--- src/rtl/im_loader.sv ---
// im_loader: packs a framed byte stream into 32-bit words, writes instruction memory, holds the CPU in reset until done.
// Optional trailing XOR checksum byte is enabled by defining IM_LOADER_CSUM_EN.
module im_loader #(
    parameter int                ADDR_W    = 16,
    parameter logic [ADDR_W-1:0] BASE_ADDR = '0,
    parameter int                MAX_WORDS = 1024
) (
    input  logic              clk,
    input  logic              rst_f,
    input  logic              restart,
    input  logic              in_valid,
    input  logic [7:0]        in_data,
    output logic              in_ready,
    output logic              wr_en,
    output logic [ADDR_W-1:0] wr_addr,
    output logic [31:0]       wr_data,
    output logic [15:0]       words_loaded,
    output logic              load_done,
    output logic              load_err,
    output logic              cpu_rst_f
);
    typedef enum logic [2:0] {CNT_HI, CNT_LO, DATA, CSUM, DONE, ERR} state_t;
`ifdef IM_LOADER_CSUM_EN
    localparam state_t END_ST = CSUM;
`else
    localparam state_t END_ST = DONE;
`endif
    state_t      state, state_nx;
    logic [7:0]  cnt_hi, csum;
    logic [15:0] n, n_nx, w_idx;
    logic [1:0]  b_idx;
    logic [23:0] part;
    logic        xfer, last_word, rearm;

    assign xfer      = in_valid && in_ready;
    assign n_nx      = {cnt_hi, in_data};
    assign last_word = w_idx == n - 16'd1;
    assign rearm     = restart && (state == DONE || state == ERR);

    always_ff @(posedge clk or negedge rst_f)
        if (!rst_f) state <= CNT_HI;
        else        state <= state_nx;

    always_comb begin
        state_nx = state;
        case (state)
            CNT_HI:  if (xfer) state_nx = CNT_LO;
            CNT_LO:  if (xfer) state_nx = 32'(n_nx) > 32'(MAX_WORDS) ? ERR : n_nx == 16'd0 ? END_ST : DATA;
            DATA:    if (xfer && b_idx == 2'd3 && last_word) state_nx = END_ST;
            CSUM:    if (xfer) state_nx = in_data == csum ? DONE : ERR;
            default: if (restart) state_nx = CNT_HI;
        endcase
    end

    always_comb begin
        in_ready  = state == CNT_HI || state == CNT_LO || state == DATA || state == CSUM;
        load_done = state == DONE;
        load_err  = state == ERR;
    end

    // Writes are registered, so the byte stream never needs backpressure.
    always_ff @(posedge clk or negedge rst_f)
        if (!rst_f) begin
            wr_en        <= 1'b0;
            wr_addr      <= BASE_ADDR;
            wr_data      <= '0;
            words_loaded <= '0;
            cpu_rst_f    <= 1'b0;
            cnt_hi       <= '0;
            csum         <= '0;
            n            <= '0;
            w_idx        <= '0;
            b_idx        <= '0;
            part         <= '0;
        end else begin
            wr_en     <= xfer && state == DATA && b_idx == 2'd3;
            cpu_rst_f <= state == DONE && !restart;
            if (wr_en) words_loaded <= words_loaded + 16'd1;
            if (xfer)
                case (state)
                    CNT_HI: cnt_hi <= in_data;
                    CNT_LO: begin
                        n     <= n_nx;
                        w_idx <= '0;
                        b_idx <= '0;
                    end
                    DATA: begin
                        csum  <= csum ^ in_data;
                        b_idx <= b_idx + 2'd1;
                        part  <= {part[15:0], in_data};
                        if (b_idx == 2'd3) begin
                            wr_data <= {part, in_data};
                            wr_addr <= BASE_ADDR + ADDR_W'(w_idx);
                            w_idx   <= w_idx + 16'd1;
                        end
                    end
                    default: ;
                endcase
            if (rearm) begin
                words_loaded <= '0;
                csum         <= '0;
                w_idx        <= '0;
                b_idx        <= '0;
            end
        end
endmodule

--- config.mk ---
export PLATFORM = sky130hd
export DESIGN_NAME = im_loader
export DESIGN_NICKNAME = d
export VERILOG_FILES = /design/src/rtl/im_loader.sv
export SDC_FILE = /design/constraint.sdc
export NUM_CORES = 1
export LEC_CHECK = 0
export ABC_AREA = 0
export BUFFER_PORTS_ARGS = -buffer_cell sky130_fd_sc_hd__buf_2
export CAP_MARGIN = 20
export CORE_UTILIZATION = 52
export DETAILED_ROUTE_END_ITERATION = 16
export GPL_TIMING_DRIVEN = 0
export HOLD_SLACK_MARGIN = 0.1
export PLACE_DENSITY = 0.85
export SLEW_MARGIN = 20
export SYNTH_ARGS = -nofsm -noshare
export SYNTH_HDL_FRONTEND = slang
export SYNTH_SLANG_ARGS = --single-unit
--- constraint.sdc ---
create_clock -name clk -period 2.15 [get_ports clk]
set_input_delay 0.3225 -clock clk [delete_from_list [all_inputs] [get_ports clk]]
set_output_delay 0.3225 -clock clk [all_outputs]
set_load 0.02 [all_outputs]
Word-level counts from Yosys, hierarchy flattened
Index checks and enable logic that the tools add are counted.
{"block": "word_totals", "reg_bits": 143, "inputBits": 12, "out_inout_bits": 69, "elab_cells": 79}
{"block": "op_classes", "addsub": 4, "order_cmp": 1, "n_eq_ne": 13, "mux": 21, "n_bitwise": 1, "reduce_logical": 27}
{"cell": "$mux 16", "n": 5}
{"cell": "$add 16x1->16 const B", "n": 2}
{"cell": "$pmux 16 s2", "n": 1}
{"cell": "$mux 8", "n": 3}
{"cell": "$mux 3", "n": 7}
{"cell": "$eq 16x16->1", "n": 1}
{"cell": "$gt 16x11->1 const B", "n": 1}
{"cell": "$logic_not 16->1", "n": 1}
{"cell": "$sub 16x1->16 const B", "n": 1}
{"cell": "$pmux 3 s4", "n": 1}
{"cell": "$reduce_and 2->1", "n": 5}
{"cell": "$eq 8x8->1", "n": 1}
{"cell": "$ne 2x2->1 const B", "n": 4}
{"cell": "$xor 8x8->8", "n": 1}
{"cell": "$logic_and 1x1->1", "n": 7}
{"cell": "$eq 3x2->1 const B", "n": 2}
{"cell": "$eq 3x3->1 const B", "n": 2}
{"cell": "$reduce_and 3->1", "n": 2}
{"cell": "$reduce_bool 2->1", "n": 3}
{"cell": "$reduce_and 5->1", "n": 1}
{"cell": "$reduce_bool 5->1", "n": 1}
{"cell": "$logic_or 1x1->1", "n": 4}
{"cell": "$mux 2", "n": 2}
{"cell": "$pmux 2 s2", "n": 1}
{"cell": "other kinds (8)", "n": 8}

Depth between registers and ports, before layout
Gate-level depths: netlist of the first run.
{"block": "depth", "ltp_word": 9, "depth_mapped": 10, "ltp_nobuf": 8}

Worst setup path after synthesis of the first run
OpenSTA, ideal clock, no wires.
{"block": "synth_timing", "path_kind": "register -> register", "start": "register n[0]", "end": "register state[1]", "setup_time_ns": 0.119, "t_arrival_ns": 1.982, "required_ns": 2.031, "slack_ns": 0.049, "path_stages_with_launch": 11, "n_path_buf": 2, "synth_period_minus_slack_ns": 2.101, "cell_sequence": "dfrtp_1 -> clkbuf_1 -> inv_1 -> ha_1 -> clkbuf_1 -> o21bai_1 -> a211oi_1 -> o21bai_1 -> a32oi_2 -> nand4_2 -> a21bo_1"}
{"block": "synth_between", "elab_chain_len": 5}
{"element": "from (decl)", "line_no": "30", "text": "logic [15:0] n, n_nx, w_idx;"}
{"element": "from (signal assigned)", "line_no": "83", "text": "n <= n_nx;"}
{"element": "$sub 16x1->16", "line_no": "37", "text": "assign last_word = w_idx == n - 16'd1;"}
{"element": "$eq 16x16->1", "line_no": "37"}
{"element": "$logic_and 1x1->1", "line_no": "49", "text": "DATA: if (xfer && b_idx == 2'd3 && last_word) state_nx = END_ST;"}
{"element": "$ne 2x2->1 (no source line)"}
{"element": "$reduce_and 5->1 (no source line)"}
{"element": "to (signal assigned)", "line_no": "42", "text": "else state <= state_nx;"}
{"element": "to (decl)", "line_no": "28", "text": "state_t state, state_nx;"}
Every way passes these cells.
A chain may end at the register's enable or synchronous reset.

Worst setup path after layout of the first run
{"block": "layout_timing", "start": "register n[1]", "end": "register state[1]"}
Same word-level chain as after synthesis.

==> flow_summary.yaml, run 1 <==
setup_path:
  critical_path_cell_count: 9
  crit_path_frequent_cell: "o21bai_1"
  cp_startpoint_kind: "register"
  path_cells: "inv_1 > ha_1 > clkbuf_4 > o21bai_1 > a211oi_1 > o21bai_1 > a32oi_2 > nand4_2 > a21bo_1"
  cp_data_arrival_time_ns: 2.45
  cp_data_required_time_ns: 2.46
  r2r_cells: 9
  startpoint_of_the_most_critical_setup_path: "n[1]$_DFFE_PN0P_"
  criticalPathCategory: "register to register"
  cp_slowest_stage_delay_ns: 0.40
  critical-path-slowest-cell: "dfrtp_2"
  cpLargestDelayFamily: "compound AO/OA/AOI/OAI gates"
  worstPathMaxFanout: 10
  end_kind: "register"
  r2r-start: "n[1]$_DFFE_PN0P_"
  worst-path-buf-inv: 2
power_and_ir_drop:
  switching_share_pct: 30.1
  p_clk_share_pct: 36.6
  power.ir.vdd_worst_mv: 0.852
  comb_power_share_pct: 21.2
  power-per-cell-area_nw_per_um2: 1010
  net-switching-power_mw: 2.40
  leakagePower_nw: 4.08
  cell_internal_pwr_mw: 5.57
  power_frac_seq_pct: 42.2
  power_mw: 7.98
grt:
  grt-ovfl-total: 0
  grt_usage_pct: 26.0
  largest_net_degree_at_the_start_of_global_routing: 96
  antenna_violations_before_repair: 0
  global_route_wire_length_before_repair_um: 26100
  first_global_vias: 5413
placed_design:
  port-buffer-count: 80
  post-place-ws_ns: -0.339
  post-dp-hpwl_um: 10700
  gp_congestion: 0.875
die:
  std_cell_rows: 40
  floorplan.die.height_um: 114
  design.die.area_sq_um: 13100
  initial_utilization_pct: 53.9
  floorplan.core_area_sq_um: 12200
  die_w_um: 114
  pin_count: 81
synth:
  synth_area_sq_um: 6560
  postSynth.topFlopCell: "dfrtp_1"
  ys_top_cells_by_area: "dfrtp_1 55%, nand2_1 13%, xor2_1 3.1%"
  syn_nets: 717
  ys_types: 56
  ys_ff_latch: 143
  syn_inst: 701
  synthDominantAreaCellType: "dfrtp_1"
  ys.warnings.count: 0
  ys_seq_area_share_pct: 54.6
  number_of_flops_mapped_to_enable_cells_by_yosys: 0
  asyncSetResetFlopFracSynth_pct: 100
  synthDominantCellAreaShare_pct: 54.6
  syn-mean-instance-area_sq_um: 9.35
route:
  vias_per_inst: 5.54
  postRouteAntennaNets: 0
  vias: 5447
  postRouteWirelength_um: 15800
  drt-initial-drc-count: 441
  detailedRoute.firstPassIterationCount: 5
  drc_errors: 0
  post_drt_wl_per_cell_um: 16.1
hold_path:
  hold-path-cell-count: 2
  hold_path.startpoint: "restart"
  hold_path.class: "primary input to register"
sta:
  worst_clock_skew_ns: 0.00497
  rsz_0062_raised_after_global_routing: "true"
  period_utilization_post_route_pct: 99.8
  timing_max_transition_violations_final: 0
  post-route-worst-setup-slack_ns: 0.00515
  highest_attainable_clock_frequency_mhz: 466
  finalCriticalPeriod_ns: 2.14
  whs_ns: 0.132
  setup_violations: 0
  tightest_slew_ns: 0.656
  hold_viol: 0
  worst_case_headroom_to_the_max_slew_limit_pct: 56.1
final_layout:
  areaGrowthSynthToFinish_pct: 19.9
  most-common-layout-cells: "230 x nand2_1, 141 x dfrtp_1, 82 x buf_2"
  utilization_pct: 64.7
  antenna_cells: 0
  layout.nets: 819
  seq_area_sq_um: 3580
  share_of_post_route_cells_with_drive_strength_above_1_pct: 19.1
  mostFrequentLayoutCell: "nand2_1"
  total_area_of_multi_input_combinational_cells_sq_um: 2830
  layout.filler_cells: 967
cts:
  clock_tree_from_tritoncts: "yes"
  numCtsBuffers: 17
  clock_tree.htree_level_count: 4
  cts_buffer_depth: 2
  clock_tree_root_driver_cell: "clkbuf_16"
  clock_latency_at_the_later_pin_of_the_worst_skew_pair_ns: 0.42
  cts.reportedPaths.clkPinSlew_ns: 0.06
  clock_sinks: 143
outcome:
  status: "complete, no violations"
job:
  cap_viol_max_count: 0
-- path summary, 6_finish.rpt --
check                           slack (ns)                 endpoint
worst max-delay path                 0.005     state[1]$_DFFE_PN0P_
min in group asynchronous             0.40  wr_data[27]$_DFFE_PN0P_
worst min register to register        0.46  wr_data[24]$_DFFE_PN0P_
worst min-delay path                  0.13      cpu_rst_f$_DFF_PN0_
max in group asynchronous             0.97         n[0]$_DFFE_PN0P_
worst max register to register       0.005     state[1]$_DFFE_PN0P_
-- sequential cells by signal (all words and copies together) (netlist names) --
name / flops
cnt_hi: 8
words_loaded: 16
b_idx: 2
part: 24
n: 16
wr_en: 1
wr_addr: 16
cpu_rst_f: 1
state: 3
wr_data: 32
w_idx: 16
csum: 8
-- kinds of logic after synthesis --
group,count (synthesis),share of synthesized area [%]
flip-flops,143,54.6
AND/OR/NAND/NOR,361,24.8
AO/OA/AOI/OAI,89,8.34
multiplexers,23,3.89
buffers and inverters,44,2.69
adder cells (fa/ha/maj),4,0.763
XOR/XNOR,37,4.94
-- routing by layer --
metal	wire length (um)	track usage [%]	share of wire, %	vias up
met2	7390	41.5	47	226
met1	6940	33.9	44	2627
met4	371	11.2	2.3	0
met3	1100	6.62	7.0	36
met5	0	0	0	-
li1	-	-	-	2558
-- area by class of cell --
| cell class | count | share of cell area (%) |
|---|---|---|
| sequential | 143 | 45.5 |
| multi-input combinational | 514 | 36.0 |
| clock buffer | 22 | 6.16 |
| timing repair buffer | 86 | 6.08 |
| tap | 168 | 2.67 |
| buffer | 28 | 1.59 |
| clock inverter | 9 | 1.37 |
| inverter | 13 | 0.621 |
-- cells in the mapped netlist (all sizes together) (5+ instances only) --
cell    number
nand2      230
dfrtp      143
o21ai       45
nor2        36
clkbuf      25
xor2        23
mux2        20
nand3       17
xnor2       14
inv         13
a21oi       12
nand4       12
nor2b       12
and3         9
nor3         8
nor4         7
a22o         6
buf          6
or3          6
a31oi        5
nand2b       5
-- through the flow --
step / std cells / cell area, sq um / setup TNS, ns
3_5_place_dp: 950 / 7200 / -1.52
2_1_floorplan: 701 / 6560 / 0
6_report: 983 / 7860 / 0
5_1_grt: 983 / 7860 / -0.0799
3_3_place_gp: 949 / 7170 / -172.45
4_1_cts: 982 / 7830 / 0
-- power groups by stage --
stage / registers, mW / logic (mW) / clock network, mW
finish: 3.36 / 1.69 / 2.92
global route: 3.41 / 1.84 / 3.07
CTS: 3.35 / 1.64 / 2.95
detailed placement: 3.36 / 1.59 / 0
global placement: 3.34 / 1.52 / 0
floorplan: 3.27 / 1.21 / 0
-- worst reg2reg max path: stages, from the launching register on --
cell and delay, ns:
dfrtp_2 0.40, inv_1 0.07, ha_1 0.21, clkbuf_4 0.19, o21bai_1 0.16, a211oi_1 0.25, o21bai_1 0.11, a32oi_2 0.24
nand4_2 0.20, a21bo_1 0.21
-- what timing repair did --
item,4_1_cts,5_1_grt
buffers inserted,3,1
endpoints found under the hold margin,48,0
gates resized for setup,6,10
pin swaps,1,1
hold buffers,1,0
setup endpoints to repair,20,10
No activity file was read; power rests on OpenSTA's default activity.
==> run 2, diff against run 1 <==
Settings changed: PLACE_DENSITY 0.85 to not set, PLACE_DENSITY_LB_ADDON set to 0.12.
==> run 2 against run 1 <==
Net effect: total power down 4.1%; critical path depth down 2; routed wire length down 1.7%; critical endpoint unchanged.
==> flow_summary.yaml, run 2 (synthesized netlist as in run 1, its figures left out) <==
sta:
  whs_ns: 0.218
  hold_viol: 0
  tightest_slew_ns: 0.637
  worst_case_headroom_to_the_max_slew_limit_pct: 57.3
  fin_tns_setup_ns: 0
  highest_attainable_clock_frequency_mhz: 489
  worst_clock_skew_ns: 0.00539
  setup_violations: 0
  period_utilization_post_route_pct: 95.1
  finalCriticalPeriod_ns: 2.04
  timing_max_transition_violations_final: 0
outcome:
  status: "complete, no violations"
final_layout:
  largest-register: "wr_data"
  layout.filler_cells: 1061
  mostFrequentLayoutCell: "nand2_1"
  reg_top3: "wr_data x32, part x24"
  share_of_post_route_cells_with_drive_strength_above_1_pct: 19.4
  most-common-layout-cells: "230 x nand2_1, 140 x dfrtp_1, 83 x buf_2"
  layout.nets: 822
  antenna_cells: 0
  flip_flop_count_of_the_largest_register_all_copies_and_words_added: 32
  areaGrowthSynthToFinish_pct: 19.4
route:
  vias: 5346
  vias_per_inst: 5.43
  post_drt_wl_per_cell_um: 15.8
  drt-initial-drc-count: 334
  postRouteWirelength_um: 15500
  detailedRoute.firstPassIterationCount: 5
  drc_errors: 0
  postRouteAntennaNets: 0
setup_path:
  cp_startpoint_kind: "register"
  worstPathMaxFanout: 8
  cp_data_required_time_ns: 2.46
  criticalPathCategory: "register to register"
  r2r_cells: 7
  end_kind: "register"
  cp_data_arrival_time_ns: 2.35
die:
  initial_utilization_pct: 53.9
  design.die.area_sq_um: 13100
  pin_count: 81
  floorplan.core_area_sq_um: 12200
  floorplan.die.height_um: 114
  std_cell_rows: 40
  die_w_um: 114
cts:
  numCtsBuffers: 17
  cts.reportedPaths.clkPinSlew_ns: 0.06
  clock_tree.htree_level_count: 4
  clock_latency_at_the_later_pin_of_the_worst_skew_pair_ns: 0.41
  clock_tree_root_driver_cell: "clkbuf_16"
  cts_buffer_depth: 2
  clock_sinks: 143
  clock_tree_from_tritoncts: "yes"
grt:
  largest_net_degree_at_the_start_of_global_routing: 74
  grt_usage_pct: 26.0
  antenna_violations_before_repair: 0
  grt-ovfl-total: 0
  global_route_wire_length_before_repair_um: 26100
  first_global_vias: 5226
hold_path:
  hold_path.class: "primary input to register"
  hold-path-cell-count: 3
placed_design:
  gp_congestion: 0.883
  post-dp-hpwl_um: 10800
  port-buffer-count: 80
power_and_ir_drop:
  leakagePower_nw: 4.06
  power.ir.vdd_worst_mv: 0.561
  power-per-cell-area_nw_per_um2: 977
job:
  cap_viol_max_count: 0
==> run 2: layout make-up <==
cell class                 count  area, sq um  area share [%]
sequential                   143         3580            45.7
multi-input combinational    514         2840            36.3
timing repair buffer          90          523            6.68
clock buffer                  22          464            5.93
tap                          168          210            2.68
buffer                        27          121            1.55
inverter                      13         48.8           0.623
clock inverter                 7         41.3           0.527
==> run 2: report_power, final <==
group	internal, mW	switching, mW
clock network	1.50	1.03
logic	0.802	0.952
registers	3.00	0.356
==> run 2: routing by layer <==
layer	track usage, %	vias to the layer above	routed length [um]
met2	40.8	169	7260
met3	4.66	17	908
met4	9.70	0	206
met5	0	-	0
met1	36.2	2603	7150
li1	-	2557	-
==> run 2: final timing paths <==
kind	startpoint	endpoint	slack, ns
min	in_data[2]	part[2]$_DFFE_PN0P_	0.22
max	n[2]$_DFFE_PN0P_	state[1]$_DFFE_PN0P_	0.11
max reg2reg	n[2]$_DFFE_PN0P_	state[1]$_DFFE_PN0P_	0.11
min reg2reg	wr_addr[12]$_DFFE_PN0P_	wr_addr[12]$_DFFE_PN0P_	0.46
min in group asynchronous	rst_f	wr_data[27]$_DFFE_PN0P_	0.47
max in group asynchronous	rst_f	n[1]$_DFFE_PN0P_	0.94
==> run 2: what timing repair did <==
action	4_1_cts	5_1_grt
setup buffers	2	5
gates resized for setup	7	13
hold buffers	2	0
pin swaps	1	6
endpoints found under the hold margin	71	0
setup endpoints to repair	20	60
==> run 2: per-stage QoR <==
| stage | cell area [sq um] | worst slack, ns | std cells | utilization (%) | total power, mW |
|---|---|---|---|---|---|
| floorplan | 6560 | 0.0495 | 701 | - | 4.47 |
| global placement | 7170 | -1.16 | 949 | 58.9 | 4.87 |
| detailed placement | 7200 | -0.292 | 950 | 59.2 | 4.94 |
| CTS | 7750 | 0.0109 | 981 | 63.7 | 7.54 |
| global route | 7830 | -0.00729 | 984 | 64.4 | 8.05 |
| finish | 7830 | 0.106 | 984 | 64.4 | 7.65 |
==> run 2: worst max-delay path, stage by stage (launching register included) <==
cell	delay [ns]
dfrtp_1	0.37
buf_6	0.14
nor4_4	0.38
a31oi_1	0.11
or4b_1	0.50
nand3_2	0.10
nand4_2	0.14
a21bo_1	0.19
